## src/rtl/serial_sub_pkg.sv

```systemverilog
// Shared definitions for the bit-serial subtractor: state encoding, counter sizing, width limit.
package serial_sub_pkg;

  localparam int unsigned MAX_WIDTH = 32;

  localparam logic [1:0] ST_IDLE = 2'd0;
  localparam logic [1:0] ST_RUN  = 2'd1;
  localparam logic [1:0] ST_DONE = 2'd2;

  typedef enum logic [1:0] {
    IDLE = ST_IDLE,
    RUN  = ST_RUN,
    DONE = ST_DONE
  } state_t;

  // One spare bit so the counter can never wrap within an operation.
  function automatic int unsigned cnt_width(input int unsigned w);
    return $clog2(w) + 1;
  endfunction

endpackage

```

## src/rtl/full_subtractor.sv

```systemverilog
// Single-bit full subtractor built from two half subtractors.
module full_subtractor (
  input  logic a,
  input  logic b,
  input  logic bin,
  output logic diff,
  output logic bout
);

  logic d1;
  logic borrow1;
  logic borrow2;

  half_subtractor u_hs0 (
    .a      (a),
    .b      (b),
    .diff   (d1),
    .borrow (borrow1)
  );

  half_subtractor u_hs1 (
    .a      (d1),
    .b      (bin),
    .diff   (diff),
    .borrow (borrow2)
  );

  assign bout = borrow1 | borrow2;

endmodule

```

## src/rtl/half_subtractor.sv

```systemverilog
// Single-bit half subtractor: diff = a - b, borrow when a < b.
module half_subtractor (
  input  logic a,
  input  logic b,
  output logic diff,
  output logic borrow
);

  assign diff   = a ^ b;
  assign borrow = ~a & b;

endmodule

```

## src/rtl/serial_subtractor.sv

```systemverilog
// Bit-serial unsigned subtractor (LSB first) with valid/ready on both sides.
// Optional zero-result flag output enabled by SERIAL_SUB_ZERO_FLAG_EN.
module serial_subtractor
  import serial_sub_pkg::*;
#(
  parameter int unsigned WIDTH = 8
) (
  input  logic             clk,
  input  logic             rst_n,
  input  logic             in_valid,
  output logic             in_ready,
  input  logic [WIDTH-1:0] a,
  input  logic [WIDTH-1:0] b,
  output logic             out_valid,
  input  logic             out_ready,
  output logic [WIDTH-1:0] diff,
  output logic             borrow,
`ifdef SERIAL_SUB_ZERO_FLAG_EN
  output logic             zero,
`endif
  output logic             busy
);

  localparam int unsigned CW = cnt_width(WIDTH);

  state_t           state;
  state_t           state_nxt;
  logic [WIDTH-1:0] a_sh;
  logic [WIDTH-1:0] b_sh;
  logic             br;
  logic [CW-1:0]    cnt;
  logic             d;
  logic             bo;
  logic             load;
  logic             step;
  logic             finish;
  logic             retire;

  full_subtractor u_fs (
    .a    (a_sh[0]),
    .b    (b_sh[0]),
    .bin  (br),
    .diff (d),
    .bout (bo)
  );

  assign in_ready = (state == IDLE);
  assign busy     = (state != IDLE);

  // State register
  always_ff @(posedge clk) begin
    if (!rst_n) state <= IDLE;
    else        state <= state_nxt;
  end

  // Next-state and datapath strobes
  always_comb begin
    state_nxt = state;
    load      = 1'b0;
    step      = 1'b0;
    finish    = 1'b0;
    retire    = 1'b0;
    case (state)
      IDLE: begin
        if (in_valid) begin
          load      = 1'b1;
          state_nxt = RUN;
        end
      end
      RUN: begin
        step = 1'b1;
        if (cnt == CW'(WIDTH - 1)) begin
          finish    = 1'b1;
          state_nxt = DONE;
        end
      end
      DONE: begin
        if (out_ready) begin
          retire    = 1'b1;
          state_nxt = IDLE;
        end
      end
      default: state_nxt = IDLE;
    endcase
  end

  // Operand shifters, borrow chain, result registers
  always_ff @(posedge clk) begin
    if (!rst_n) begin
      a_sh      <= '0;
      b_sh      <= '0;
      br        <= 1'b0;
      cnt       <= '0;
      diff      <= '0;
      borrow    <= 1'b0;
      out_valid <= 1'b0;
    end else begin
      if (load) begin
        a_sh <= a;
        b_sh <= b;
        br   <= 1'b0;
        cnt  <= '0;
      end
      if (step) begin
        // New bit enters at the MSB so the LSB lands at bit 0 after WIDTH steps.
        diff <= (diff >> 1) | (WIDTH'(d) << (WIDTH - 1));
        a_sh <= a_sh >> 1;
        b_sh <= b_sh >> 1;
        br   <= bo;
        cnt  <= cnt + CW'(1);
      end
      if (finish) begin
        borrow    <= bo;
        out_valid <= 1'b1;
      end
      if (retire) out_valid <= 1'b0;
    end
  end

`ifdef SERIAL_SUB_ZERO_FLAG_EN
  logic nz;

  // Sticky record of any set result bit; resolved into zero on completion
  always_ff @(posedge clk) begin
    if (!rst_n) begin
      nz   <= 1'b0;
      zero <= 1'b0;
    end else begin
      if (load)   nz   <= 1'b0;
      if (step)   nz   <= nz | d;
      if (finish) zero <= ~(nz | d);
    end
  end
`endif

endmodule

```

## config.mk

```make
export PLATFORM = sky130hd
export DESIGN_NAME = serial_subtractor
export DESIGN_NICKNAME = d
export VERILOG_FILES = /design/src/rtl/serial_sub_pkg.sv /design/src/rtl/full_subtractor.sv /design/src/rtl/half_subtractor.sv /design/src/rtl/serial_subtractor.sv
export SDC_FILE = /design/constraint.sdc
export NUM_CORES = 1
export LEC_CHECK = 0
export BUFFER_PORTS_ARGS = -buffer_cell sky130_fd_sc_hd__buf_2
export CORE_ASPECT_RATIO = 2
export CORE_UTILIZATION = 42
export CTS_BUF_LIST = sky130_fd_sc_hd__clkbuf_16
export CTS_CLUSTER_SIZE = 10
export DETAILED_ROUTE_END_ITERATION = 8
export GPL_ROUTABILITY_DRIVEN = 0
export PLACE_DENSITY = 0.7
export SETUP_SLACK_MARGIN = 0.4
export SLEW_MARGIN = 25
export SYNTH_ARGS = -nofsm -noshare
export SYNTH_HDL_FRONTEND = slang
export SYNTH_HIERARCHICAL = 1
export SYNTH_SLANG_ARGS = --single-unit
```

## constraint.sdc

```tcl
create_clock -name clk -period 2 [get_ports clk]
set_input_delay 0.4 -clock clk [delete_from_list [all_inputs] [get_ports clk]]
set_output_delay 0.4 -clock clk [all_outputs]
set_load 0.01 [all_outputs]
```

# Word-level counts from Yosys, hierarchy flattened
# Index checks and enable logic that the tools add are counted.
[classes]
n_addsub = 1
n_eq_ne = 6
muxes = 19
bitwise = 9
n_reduce_logical = 6
[op_table]
columns = ["operator", "count"]
rows = [
  ["$mux 7", 4],
  ["$mux 1", 9],
  ["$mux 4", 2],
  ["$or 7x8->8", 1],
  ["$mux 2", 3],
  ["$ne 2x2->1 const B", 3],
  ["$pmux 2 s3", 1],
  ["$add 4x1->4 const B", 1],
  ["$eq 4x3->1 const B", 1],
  ["$reduce_bool 2->1", 2],
  ["$reduce_or 2->1", 2],
  ["$not 1->1", 3],
  ["$reduce_and 3->1", 1],
  ["$and 1x1->1", 2],
  ["$eq 2x1->1 const B", 1],
  ["$eq 2x2->1 const B", 1],
  ["$logic_not 2->1", 1],
  ["$xor 1x1->1", 2],
  ["$or 1x1->1", 1],
]
[word_totals]
ff_bits = 33
word_cells = 51

# Longest topological paths before layout
[logic_depth]
word_depth = 5
depth_mapped = 8
depth_no_buf = 8

# Cells and area by module
# The synthesis kept the hierarchy.
[modules_own_cells]
columns = ["mod", "instances", "cells_per_inst", "area_each_um2", "seq_area_each_um2"]
rows = [
  ["serial_subtractor", 1, 165, 1451.4, 660.6],
  ["half_subtractor", 2, 3, 20.0, 0.0],
  ["full_subtractor", 1, 1, 6.3, 0.0],
]

# Least setup slack after synthesis
# No wires, ideal clock.
[synth_timing]
path_kind = "reg2reg"
start = "register a_sh[0]"
end = "register br"
setup_ns = 0.117
arrival_ns = 1.270
required_ns = 1.883
setup_slack_ns = 0.613
path_stages_with_launch = 9
period_less_slack_ns = 1.387
path_cell_list = "dfxtp_1 -> inv_1 -> ha_1 -> inv_1 -> inv_1 -> ha_1 -> or2_1 -> a22oi_1 -> nor2_1"
[synth_via]
elab_chain_cells = 5
[synth_lines]
columns = ["element", "line", "rtl"]
rows = [
  ["start, declared", "serial_subtractor.sv:28", "logic [WIDTH-1:0] a_sh;"],
  ["start signal, assigned", "serial_subtractor.sv:107", "a_sh <= a_sh >> 1;"],
  ["$xor 1x1->1", "half_subtractor.sv:9", "assign diff = a ^ b;"],
  ["via u_fs.d1", "full_subtractor.sv:10", "logic d1;"],
  ["$not 1->1", "half_subtractor.sv:10", "assign borrow = ~a & b;"],
  ["$and 1x1->1", "half_subtractor.sv:10", ""],
  ["via u_fs.borrow2", "full_subtractor.sv:12", "logic borrow2;"],
  ["$or 1x1->1", "full_subtractor.sv:28", "assign bout = borrow1 | borrow2;"],
  ["via bo", "serial_subtractor.sv:33", "logic bo;"],
  ["$mux 1", "serial_subtractor.sv:104", "if (step) begin"],
  ["end signal, assigned", "serial_subtractor.sv:109", "br <= bo;"],
  ["end, declared", "serial_subtractor.sv:30", "logic br;"],
]
# The timed path passes the listed nets, and every way through them passes these cells.
# A chain may end at the register's enable or synchronous reset.

# Worst setup path after layout
[layout_timing]
start = "register state[0]"
end = "output port in_ready"
[layout_via]
elab_chain_cells = 1
[layout_lines]
columns = ["element", "line", "rtl"]
rows = [
  ["start, declared", "serial_subtractor.sv:26", "state_t state;"],
  ["start signal, assigned", "serial_subtractor.sv:53", "else state <= state_nxt;"],
  ["$logic_not 2->1", "serial_subtractor.sv:47", "assign in_ready = (state == IDLE);"],
  ["end, declared", "serial_subtractor.sv:11", "output logic in_ready,"],
]
# Every way passes these cells.

==> results.py <==
metrics = {
    "power_and_ir_drop": {
        "ir_worst_vdd_v": 0.0006416,
        "pwr-share-seq_pct": 45.4,
        "power.switching_w": 0.0003677,
        "p_int_w": 0.001208,
        "clockPowerShare_pct": 45.0,
        "power_leakage_nw": 0.7789,
        "combPwrFrac_pct": 9.6,
        "power.density_nw_per_um2": 907.4,
        "p_sw_share_pct": 23.33,
    },
    "finish": {
        "final_common_cell": "nand2_1",
        "area_growth_pct": 15.96,
        "layout_common_cells": "35 x nand2_1, 31 x dfxtp_1, 31 x buf_2, 27 x a21oi_1, 14 x o21ai_0",
        "drive_gt1_share_pct": 24.12,
        "layout.nets": 221,
        "num_antenna_cells": 0,
        "fin_area_sq_um": 1737,
    },
    "worst_setup_path": {
        "max_stage_delay_ns": 0.38,
        "path_max_fanout": 9,
        "cpLargestDelayFamily": "flip-flops",
        "cp_slowest_cell": "dfxtp_2",
        "critPathLaunchType": "flop",
        "cp_cell_sequence": "or2_2 -> inv_1 -> buf_2",
        "crit_required_ns": 1.60,
        "end_kind": "primary output",
        "path_buf_inv": 2,
        "path_class": "flop to primary output",
        "crit_arrival_ns": 1.13,
    },
    "floorplan": {
        "placement_rows": 30,
        "die_area_sq_um": 3823,
        "die_w_um": 44.23,
        "io_pins": 32,
        "core_sq_um": 3378,
        "initial_utilization_pct": 44.33,
        "die_y_um": 86.45,
    },
    "sta": {
        "min_period_over_period_pct": 76.68,
        "grt_setup_unrepaired": "false",
        "fin_skew_ns": 0.003906,
        "worst_pin_slew_ns": 0.5763,
        "fmax_mhz": 652.0,
        "slew_violations": 0,
        "hold_viol": 0,
        "fin_tns_setup_ns": 0,
        "finalSetupViolations": 0,
        "fin_crit_ns": 1.534,
        "slew_headroom_pct": 61.50,
    },
    "run_status": {
        "violations": "design-rule violations",
        "status": "complete, but fails checks",
    },
    "synthesis": {
        "synthTopCellsByArea": "dfxtp_1 44%, a21oi_1 9.0%, nand2_1 8.8%, buf_6 5.3%, o21ai_0 4.7%",
        "synth_nets": 195,
        "yosysTopAreaCellShare_pct": 44.11,
        "yosysWarnings": 6,
        "netlist_area_sq_um": 1498,
        "netlist_instances": 172,
        "ys_types": 36,
        "syn_area_per_cell_sq_um": 8.707,
        "yosys.area.top_type": "dfxtp_1",
        "yosysSeqAreaShare_pct": 44.11,
        "synth_seq_cells": 33,
    },
    "clock_tree": {
        "clk_latency_ns": 0.27,
        "cts_hold_buf": 0,
        "cts_sinks": 33,
        "cts_tree": "built",
        "htree_levels": 2,
        "cts_buffers": 5,
        "clk_pin_slew_ns": 0.05,
        "cts_resized": 2,
        "postCtsSetupBuffers": 0,
        "clockBufferDepth": 2,
        "cts_root_buf": "clkbuf_16",
    },
    "route": {
        "detail_route.wl_per_cell_um": 12.19,
        "drc_errors": 2,
        "dr.pass1.iters": 6,
        "dr_total_vias": 1224,
        "vias_per_cell": 5.299,
        "routed_wl_mm": 2.816,
        "antenna_left": 0,
        "drt_iter0_markers": 25,
    },
    "global_routing": {
        "grt_max_degree": 35,
        "track_usage_pct": 17.05,
        "grt_pass1_wl_mm": 4.892,
        "grt_antenna_before_repair": 0,
        "first_global_vias": 1170,
        "grt-ovfl-total": 0,
    },
    "placed_design": {
        "placed_area_sq_um": 1595,
        "dpl.hpwl_mm": 1.862,
        "port_buffers": 31,
    },
    "job": {
        "drv_cap": 0,
    },
    "worst_hold_path": {
        "hold_class": "primary input to flop",
    },
}
-- power groups by stage --
stage               clock (W)  combinational [W]  sequential (W)
floorplan                   0           0.000128        0.000720
global placement            0           0.000153        0.000728
detailed placement          0           0.000154        0.000728
CTS                  0.000731           0.000155        0.000715
global route         0.000766           0.000175        0.000717
finish               0.000709           0.000152        0.000715
-- worst register-to-register path: cells and delay by family (launching register included) --
kind            cells  cell delay, ns
compound gates      1            0.16
fa+ha+maj           2            0.45
buf+inv             3            0.12
flops               1            0.32
simple gates        2            0.29
-- logic make-up (layout without fill, tap and decap cells) --
kind of cell,count (synthesis),in the layout,share of synthesized area [%]
fa+ha+maj,3,3,2.507
compound gates,63,63,26.73
mux,1,1,0.6684
flops,33,33,44.11
buf+inv,20,47,8.772
simple gates,52,52,17.21
-- metal layers --
metal | track usage [%] | vias up | wire [um]
met5 | 0 | - | 0
met4 | 9.091 | 0 | 46
met3 | 5.000 | 4 | 98
met2 | 27.41 | 26 | 1425
met1 | 19.74 | 557 | 1245
li1 | - | 637 | -
-- synth_stat cells --
cell type / count
nor2_1: 2
nor3b_1: 1
and3_1: 1
a22o_1: 2
or2_1: 1
o21ba_2: 1
a21boi_1: 3
a21oi_1: 27
buf_6: 7
a22oi_1: 2
nand4b_1: 1
nand3_2: 1
or2_2: 1
a32o_1: 2
ha_1: 3
nor2b_4: 1
and3b_1: 1
mux2i_1: 1
or3_1: 1
o21a_1: 1
o211a_1: 2
nand2b_4: 1
buf_2: 3
a31oi_2: 1
a21boi_0: 5
nand3b_1: 1
o21ai_0: 14
nor2b_1: 3
a31oi_1: 1
dfxtp_1: 33
o21bai_4: 1
o211ai_1: 1
clkbuf_1: 3
nand2_1: 35
nand3_1: 1
inv_1: 7
-- registers in the layout, summed over array words and instances, names as in the netlist --
register,flops
a_sh,8
b_sh,8
diff,8
cnt,4
state,2
borrow,1
br,1
out_valid,1
-- metrics by stage --
| stage | setup slack [ns] | power, W | hold slack (ns) | instances | util [%] |
|---|---|---|---|---|---|
| 6_report | 0.4663 | 0.001576 | 0.3626 | 231 | 51.41 |
| 5_1_grt | 0.4130 | 0.001658 | 0.3781 | 231 | 51.41 |
| 4_1_cts | 0.4553 | 0.001600 | 0.3591 | 231 | 51.41 |
| 3_5_place_dp | 0.4683 | 0.0008821 | 0.4471 | 223 | 47.22 |
| 3_3_place_gp | 0.4873 | 0.0008809 | 0.4453 | 223 | 47.22 |
| 2_1_floorplan | 0.6132 | 0.0008481 | 0.4619 | 172 | - |
-- path summary, 6_finish.rpt --
kind | startpoint | slack (ns) | end | cells after the start
setup reg to reg | a_sh[0] | 0.54 | br | 8
setup / recovery | state[0] | 0.47 | in_ready | 3
hold / removal | a[1] | 0.36 | a_sh[1] | 3
hold reg to reg | borrow | 0.46 | borrow | 2
-- final cells by class --
class | instances | area, sq um
Clock buffer | 5 | 125.1
Clock inverter | 3 | 13.76
Multi-Input combinational cell | 119 | 705.7
Timing Repair Buffer | 32 | 162.7
Sequential cell | 33 | 663.1
Tap cell | 32 | 40.04
Inverter | 7 | 26.28
Fill cell | 348 | 1642
No activity file was read; power rests on OpenSTA's default activity.
